===== src/rtl/pipe_skid_reg_pkg.sv =====
// Shared types for the pipe_skid_reg pipeline stage.
//   state_e     : stage occupancy state (EMPTY / FULL / SKID)
//   COUNT_W     : width of the occupancy count
//   state_count : maps a state to its occupancy (0..2)
package pipe_skid_reg_pkg;

    localparam int unsigned COUNT_W = 2;

    typedef enum logic [1:0] {
        StEmpty = 2'd0,
        StFull  = 2'd1,
        StSkid  = 2'd2
    } state_e;

    function automatic logic [COUNT_W-1:0] state_count(input state_e s);
        logic [COUNT_W-1:0] c;
        c = 2'd0;
        unique case (s)
            StEmpty: c = 2'd0;
            StFull:  c = 2'd1;
            StSkid:  c = 2'd2;
            default: c = 2'd0;
        endcase
        return c;
    endfunction

endpackage


===== src/rtl/pipe_skid_reg_if.sv =====
// Handshake bundle for one pipeline stage register.
//   flush_i, stall_i           : stage control (bubble / freeze)
//   in_valid_i/in_ready_o/in_data_i    : upstream handshake and payload
//   out_valid_o/out_ready_i/out_data_o : downstream handshake and payload
//   count_o                    : occupancy 0..2
// slave  : the stage itself; master : whoever drives the stage.
interface pipe_skid_reg_if
    import pipe_skid_reg_pkg::*;
#(
    parameter int unsigned DATA_W = 32
) ();

    logic               flush_i;
    logic               stall_i;
    logic               in_valid_i;
    logic               in_ready_o;
    logic [DATA_W-1:0]  in_data_i;
    logic               out_valid_o;
    logic               out_ready_i;
    logic [DATA_W-1:0]  out_data_o;
    logic [COUNT_W-1:0] count_o;

    modport slave (
        input  flush_i, stall_i, in_valid_i, in_data_i, out_ready_i,
        output in_ready_o, out_valid_o, out_data_o, count_o
    );

    modport master (
        output flush_i, stall_i, in_valid_i, in_data_i, out_ready_i,
        input  in_ready_o, out_valid_o, out_data_o, count_o
    );

endinterface


===== src/rtl/pipe_skid_reg.sv =====
// Pipeline stage register with optional two-entry skid buffer.
//   clk_i : clock, rising edge
//   rst   : synchronous active-high reset, same effect as a flush
//   bus   : pipe_skid_reg_if slave modport (handshake, flush, stall, count)
// SKID=1: in_ready_o depends only on state and stall_i, breaking the
//         out_ready_i -> in_ready_o combinational path.
// SKID=0: single entry, in_ready_o passes out_ready_i through.
module pipe_skid_reg
    import pipe_skid_reg_pkg::*;
#(
    parameter int unsigned       DATA_W   = 32,
    parameter logic [DATA_W-1:0] NOP_DATA = '0,
    parameter bit                SKID     = 1'b1
) (
    input logic            clk_i,
    input logic            rst,
    pipe_skid_reg_if.slave bus
);

    state_e             state_q, state_d;
    logic [DATA_W-1:0]  main_q, main_d;
    logic [DATA_W-1:0]  skid_q, skid_d;
    logic               valid_q, valid_d;
    logic [COUNT_W-1:0] count_q, count_d;

    logic in_ready;
    logic accept;
    logic drain;

    if (SKID) begin : g_skid_ready
        assign in_ready = (state_q != StSkid) & ~bus.stall_i;
    end else begin : g_pass_ready
        assign in_ready = ((state_q == StEmpty) | bus.out_ready_i) & ~bus.stall_i;
    end

    assign accept = bus.in_valid_i & in_ready;
    assign drain  = valid_q & bus.out_ready_i & ~bus.stall_i;

    // main_q is forced to NOP_DATA whenever the stage goes empty, so the
    // output payload can be driven straight from the register.
    always_comb begin
        state_d = state_q;
        main_d  = main_q;
        skid_d  = skid_q;
        if (bus.flush_i) begin
            state_d = StEmpty;
            main_d  = NOP_DATA;
            skid_d  = NOP_DATA;
        end else if (!bus.stall_i) begin
            unique case (state_q)
                StEmpty: begin
                    if (accept) begin
                        state_d = StFull;
                        main_d  = bus.in_data_i;
                    end
                end
                StFull: begin
                    if (accept && drain) begin
                        main_d = bus.in_data_i;
                    end else if (drain) begin
                        state_d = StEmpty;
                        main_d  = NOP_DATA;
                    end else if (accept && SKID) begin
                        state_d = StSkid;
                        skid_d  = bus.in_data_i;
                    end
                end
                StSkid: begin
                    if (drain) begin
                        state_d = StFull;
                        main_d  = skid_q;
                        skid_d  = NOP_DATA;
                    end
                end
                default: begin
                    state_d = StEmpty;
                    main_d  = NOP_DATA;
                    skid_d  = NOP_DATA;
                end
            endcase
        end
        valid_d = (state_d != StEmpty);
        count_d = state_count(state_d);
    end

    always_ff @(posedge clk_i) begin
        if (rst) begin
            state_q <= StEmpty;
            main_q  <= NOP_DATA;
            skid_q  <= NOP_DATA;
            valid_q <= 1'b0;
            count_q <= '0;
        end else begin
            state_q <= state_d;
            main_q  <= main_d;
            skid_q  <= skid_d;
            valid_q <= valid_d;
            count_q <= count_d;
        end
    end

    assign bus.in_ready_o  = in_ready;
    assign bus.out_valid_o = valid_q;
    assign bus.out_data_o  = main_q;
    assign bus.count_o     = count_q;

endmodule


===== src/flat_wrapper.sv =====
// flat-port wrapper written by rule: the top's interface ports become plain ports
module pipe_skid_reg_flat import pipe_skid_reg_pkg::*;
#(
    parameter int unsigned       DATA_W   = 32,
    parameter logic [DATA_W-1:0] NOP_DATA = '0,
    parameter bit                SKID     = 1'b1
)
  (clk_i, rst, bus_flush_i, bus_stall_i, bus_in_valid_i, bus_in_data_i, bus_out_ready_i, bus_in_ready_o, bus_out_valid_o, bus_out_data_o, bus_count_o);
  pipe_skid_reg_if #(.DATA_W(DATA_W)) bus_i ();
  input logic clk_i;
  input logic rst;
  input wire logic [$bits(bus_i.flush_i)-1:0] bus_flush_i;
  input wire logic [$bits(bus_i.stall_i)-1:0] bus_stall_i;
  input wire logic [$bits(bus_i.in_valid_i)-1:0] bus_in_valid_i;
  input wire logic [$bits(bus_i.in_data_i)-1:0] bus_in_data_i;
  input wire logic [$bits(bus_i.out_ready_i)-1:0] bus_out_ready_i;
  output wire logic [$bits(bus_i.in_ready_o)-1:0] bus_in_ready_o;
  output wire logic [$bits(bus_i.out_valid_o)-1:0] bus_out_valid_o;
  output wire logic [$bits(bus_i.out_data_o)-1:0] bus_out_data_o;
  output wire logic [$bits(bus_i.count_o)-1:0] bus_count_o;
  assign bus_i.flush_i = bus_flush_i;
  assign bus_i.stall_i = bus_stall_i;
  assign bus_i.in_valid_i = bus_in_valid_i;
  assign bus_i.in_data_i = bus_in_data_i;
  assign bus_i.out_ready_i = bus_out_ready_i;
  assign bus_in_ready_o = bus_i.in_ready_o;
  assign bus_out_valid_o = bus_i.out_valid_o;
  assign bus_out_data_o = bus_i.out_data_o;
  assign bus_count_o = bus_i.count_o;
  pipe_skid_reg #(.DATA_W(DATA_W), .NOP_DATA(NOP_DATA), .SKID(SKID)) u_core (.clk_i(clk_i), .rst(rst), .bus(bus_i));
endmodule

===== config.mk =====
export PLATFORM = sky130hd
export DESIGN_NAME = pipe_skid_reg_flat
export DESIGN_NICKNAME = d
export VERILOG_FILES = /design/src/rtl/pipe_skid_reg_pkg.sv /design/src/rtl/pipe_skid_reg_if.sv /design/src/rtl/pipe_skid_reg.sv /design/src/flat_wrapper.sv
export SDC_FILE = /design/constraint.sdc
export NUM_CORES = 1
export LEC_CHECK = 0
export CORE_MARGIN = 8
export CORE_UTILIZATION = 50
export DETAILED_ROUTE_END_ITERATION = 8
export PLACE_DENSITY = 0.79
export SLEW_MARGIN = 0
export SYNTH_ARGS = -nofsm -noshare
export SYNTH_HDL_FRONTEND = slang
export SYNTH_SLANG_ARGS = --single-unit
export TNS_END_PERCENT = 5

===== constraint.sdc =====
create_clock -name clk_i -period 2.15 [get_ports clk_i]
set_input_delay 0.5375 -clock clk_i [delete_from_list [all_inputs] [get_ports clk_i]]
set_output_delay 0.5375 -clock clk_i [all_outputs]
set_load 0.05 [all_outputs]

# Word level (Yosys, flattened, before mapping)
# Cells that the tools add are included.
totals:
  regBits: 69
  output_inout_bits: 36
  elab_cells: 45
op_classes:
  n_eq_ne: 11
  n_mux: 17
  bitwise_logic: 6
  n_reduce_logical: 6
op_table:
  columns: ["op", "n"]
  rows:
  - ["$mux 32", 6]
  - ["$pmux 32 s3", 2]
  - ["$mux 2", 7]
  - ["$ne 2x1->1 const B", 3]
  - ["$ne 2x2->1 const B", 3]
  - ["$pmux 2 s3", 1]
  - ["$reduce_and 6->1", 1]
  - ["$and 1x1->1", 4]
  - ["$eq 2x1->1 const B", 2]
  - ["$eq 2x2->1 const B", 2]
  - ["$pmux 2 s2", 1]
  - ["$reduce_and 4->1", 1]
  - ["$ne 3x1->1 const B", 1]
  - ["$logic_not 2->1", 1]
  - ["$not 1->1", 2]
  - ["$reduce_bool 2->1", 1]
  - ["$reduce_or 2->1", 1]
  - ["$logic_and 1x1->1", 1]

# Depth between registers and ports, before layout
# Gate-level depths: netlist of run 1.
logic_depth:
  ltp_word: 11
  ltp_mapped: 7

# Least setup slack after synthesis of run 1
# Ideal clock, no wire load.
synth_timing:
  kind: "register -> output"
  start: "register u_core.state_q[0]"
  end: "output port bus_in_ready_o"
  arrival_ns: 1.513
  required_ns: 1.612
  setup_slack_ns: 0.099
  stages_incl_launch_ff: 5
  path_buffers: 2
  cell_sequence: "dfxtp_1 > clkbuf_1 > clkbuf_1 > nor2_1 > nor2_1"
synth_between:
  elab_chain_len: 2
synth_rtl:
  columns: ["item", "line", "rtl"]
  rows:
  - ["start: declaration", "pipe_skid_reg.sv:20", "state_e state_q, state_d;"]
  - ["start signal: assignment", "pipe_skid_reg.sv:88", "state_q <= StEmpty;"]
  - ["start signal: assignment", "pipe_skid_reg.sv:94", "state_q <= state_d;"]
  - ["$ne 2x2->1", "pipe_skid_reg.sv:31", "assign in_ready = (state_q != StSkid) & ~bus.stall_i;"]
  - ["$and 1x1->1", "pipe_skid_reg.sv:31", null]
  - ["end: declaration", "flat_wrapper.sv:17", "output wire logic [$bits(bus_i.in_ready_o)-1:0] bus_in_ready_o;"]
# Every way passes these cells.

# Worst setup path in the final report of run 1
layout_timing:
  start: "input port bus_stall_i"
  end: "output port bus_in_ready_o"
layout_between:
  elab_chain_len: 2
layout_rtl:
  columns: ["item", "line", "rtl"]
  rows:
  - ["start: declaration", "flat_wrapper.sv:13", "input wire logic [$bits(bus_i.stall_i)-1:0] bus_stall_i;"]
  - ["$not 1->1", "pipe_skid_reg.sv:31", null]
  - ["$and 1x1->1", "pipe_skid_reg.sv:31", null]
# Every way passes these cells.

==> metrics, run 1 <==
layout cell share with drive strength beyond 1=0.1737; total design power=about 2800 uW; CTS Sinks=between 60 and 70; Syn Area/Cell=8.352 sq um; sw frac=0.2543; status=finished clean; TritonCTS clock tree=built; worst endpoint data arrival time=between 1.5 and 2 ns; via/cell ratio=around 5.7; kind of critical path=input pin to primary output; gpl congestion=~0.84; Root Driver=clkbuf_8; hold_sp=u_core.skid_q[27]$_SDFFE_PP0P_; worst vdd ir=0.0004967 V; IO Pins=74; RSZ-0062 raised after global routing=false; Die Y=~97 um; Reg clk slew, reported paths=roughly 0.070 ns; worst-path fanout max=7; H-tree depth=3; library cells used by synthesis=30; PortBufs=73; yosys warns=0; postcts setup bufs=0; worst setup path start=bus_stall_i; Pint=roughly 2100 uW; drt first pass iters=4; Max Cap Violations=0; critical path launch point type=input pin; Filler Cell Count=between 400 and 500; Leakage Power=0.001540 uW; area grow syn2layout=33.89%; Initial Utilization=0.5192; Sequential Power Share=0.473; Die W=97.44 um; CP endpoint kind=primary output; largest net degree at the start of global routing=35; Post-synth ARST share=0; DRC Markers=0; most frequent cell after synthesis=dfxtp_1; initial antenna violation count=0; Finish-stage setup viols=0; Hold Crit Class=register to register; Least-Margin Pin Slew=between 0.5 and 0.6 ns; Worst-Skew Late Latency=roughly 0.34 ns; Die ar.=~9500 sq um; ant diodes=0; sw power=between 700 and 800 uW; max_slew headroom=0.6100; Period minus WS final=2.086 ns; post-synth top area cell=dfxtp_1; Core Footprint=6386 sq um; Synth area leaders=dfxtp_1 42%, o22ai_2 11%, mux2i_1 9.4%; GRT Total Usage=0.1759; first-pass GRT wire length=between 10,000 and 15,000 um; Syn Nets=around 440; initial DRC count=roughly 160; overall via count from detail_route=about 3,100; Worst R2R Start=u_core.bus.out_valid_o$_SDFF_PP0_; Final Max Tran Viols=0; vias in the first global route=between 3,000 and 4,000; Synth Flop Type=dfxtp_1; clock power share=0.382; Cell Area, Synth=~3300 sq um; Post-synth top cells=69 x dfxtp_1, 64 x nand2_1, 40 x a21oi_1; DP Area=4230 sq um; Worst Skew=roughly 0.0077 ns; largest buffer count on any clock path=2; P per Cell Area=approximately 620 nW/um^2; Final Cell Area=4439 sq um; HPWL Detailed=approximately 5800 um; Yosys top cell area share=0.4166; period utilization=0.9702; Highest Clock Rate=0.4794 GHz; register area share after synthesis=0.4166; Worst Path Required=1.61 ns; EDFF count, synth=0; Combinational Power Share=0.145; cts bufs inserted=9; Yosys reg bits=69; grt ovf=0; Routed WL=8695 um; final hold vios=0; final net count=roughly 500; Avg WL per Cell=around 16 um; Synth Instances=397; post-route ant nets=0; row count=29
==> power by group through the flow <==
stage,combinational [uW],sequential [uW],clock (uW)
after global routing,427,1310,1140
final,400,1310,1050
after detailed placement,396,1340,0
after floorplan,160,1390,0
after global placement,392,1340,0
after CTS,398,1310,1070
==> layer usage <==
layer  vias to the layer above  share of wire  track usage
met3                        13          0.065      0.06472
met1                      1472           0.44       0.2059
met5                         -              0            0
li1                       1529              -            -
met4                         0          0.013      0.03380
met2                       114           0.48       0.2995
==> layout make-up <==
| type | instances | area [sq um] | area share |
|---|---|---|---|
| inverters | 1 | 3.754 | 0.0008455 |
| multi-input cells | 289 | 1774 | 0.3997 |
| repair buffers | 98 | 983.4 | 0.2215 |
| well taps | 77 | 96.34 | 0.02170 |
| clock inverters | 4 | 47.55 | 0.01071 |
| clock buffers | 11 | 151.4 | 0.03410 |
| flip-flops and latches | 69 | 1383 | 0.3114 |
==> final timing paths <==
check	slack [ns]	depth (start not counted)	to
min	0.46	2	u_core.skid_q[27]$_SDFFE_PP0P_
max reg2reg	0.29	5	u_core.bus.out_data_o[20]$_SDFFE_PP0P_
min reg2reg	0.46	2	u_core.skid_q[27]$_SDFFE_PP0P_
max	0.06	4	bus_in_ready_o
==> flip-flops by register name, indices dropped and copies added (netlist names) <==
register,count
u_core.skid_q,32
u_core.bus.out_data_o,32
u_core.state_q,2
u_core.bus.count_o,2
u_core.bus.out_valid_o,1
==> cell usage in the layout, fill, tap and decap left out, types with 2 or more instances in the layout <==
| cell type | instances |
|---|---|
| buf_12 | 5 |
| nand3_1 | 32 |
| buf_4 | 21 |
| dfxtp_1 | 68 |
| nand2_1 | 64 |
| o22ai_1 | 3 |
| mux2i_1 | 31 |
| clkinv_2 | 2 |
| clkdlybuf4s50_1 | 69 |
| clkbuf_8 | 11 |
| buf_6 | 2 |
| o22ai_2 | 30 |
| nor2_1 | 34 |
| a21oi_1 | 40 |
| o21ai_0 | 36 |
| nor3_1 | 2 |
==> through the flow <==
| stage | util | setup WS, ns | setup TNS (ns) | instances | hold WS, ns |
|---|---|---|---|---|---|
| finish | 0.6951 | 0.06412 | 0 | 549 | 0.4591 |
| global route | 0.6951 | 0.007673 | 0 | 549 | 0.4829 |
| CTS | 0.6936 | 0.03445 | 0 | 549 | 0.4610 |
| detailed placement | 0.6624 | -0.3286 | -9.846 | 534 | 0.4492 |
| global placement | 0.6624 | -0.2933 | -8.871 | 534 | 0.4431 |
| floorplan | - | 0.09945 | 0 | 397 | 0.4356 |
==> cells by family after synthesis <==
family                 after synthesis  synth area share
AOI/OAI and AO/OA                  115            0.2494
buffers and inverters               39           0.05585
muxes                               31           0.09359
and+or+nand+nor                    143            0.1845
DFF                                 69            0.4166
==> critical path, stage by stage <==
cell and delay, ns:
clkdlybuf4s50_1 0.46, buf_4 0.18, nor2_1 0.20, buf_12 0.17
==> repair_timing <==
item                       in CTS  in global routing
setup endpoints to repair       0                 18
hold buffers                    0                  0
resized for setup               0                  3
(Power assumes the default switching activity.)
==> inputs of run 2 (changes only) <==
--- a/config.mk
+++ b/config.mk
@@ -7,8 +7,10 @@
 export LEC_CHECK = 0
 export CORE_MARGIN = 8
 export CORE_UTILIZATION = 50
+export CTS_CLUSTER_SIZE = 25
 export DETAILED_ROUTE_END_ITERATION = 8
 export PLACE_DENSITY = 0.79
+export SKIP_CTS_REPAIR_TIMING = 1
 export SLEW_MARGIN = 0
 export SYNTH_ARGS = -nofsm -noshare
 export SYNTH_HDL_FRONTEND = slang
==> results of run 2 <==
No change in the layout: final DEF, timing and power equal those of run 1.
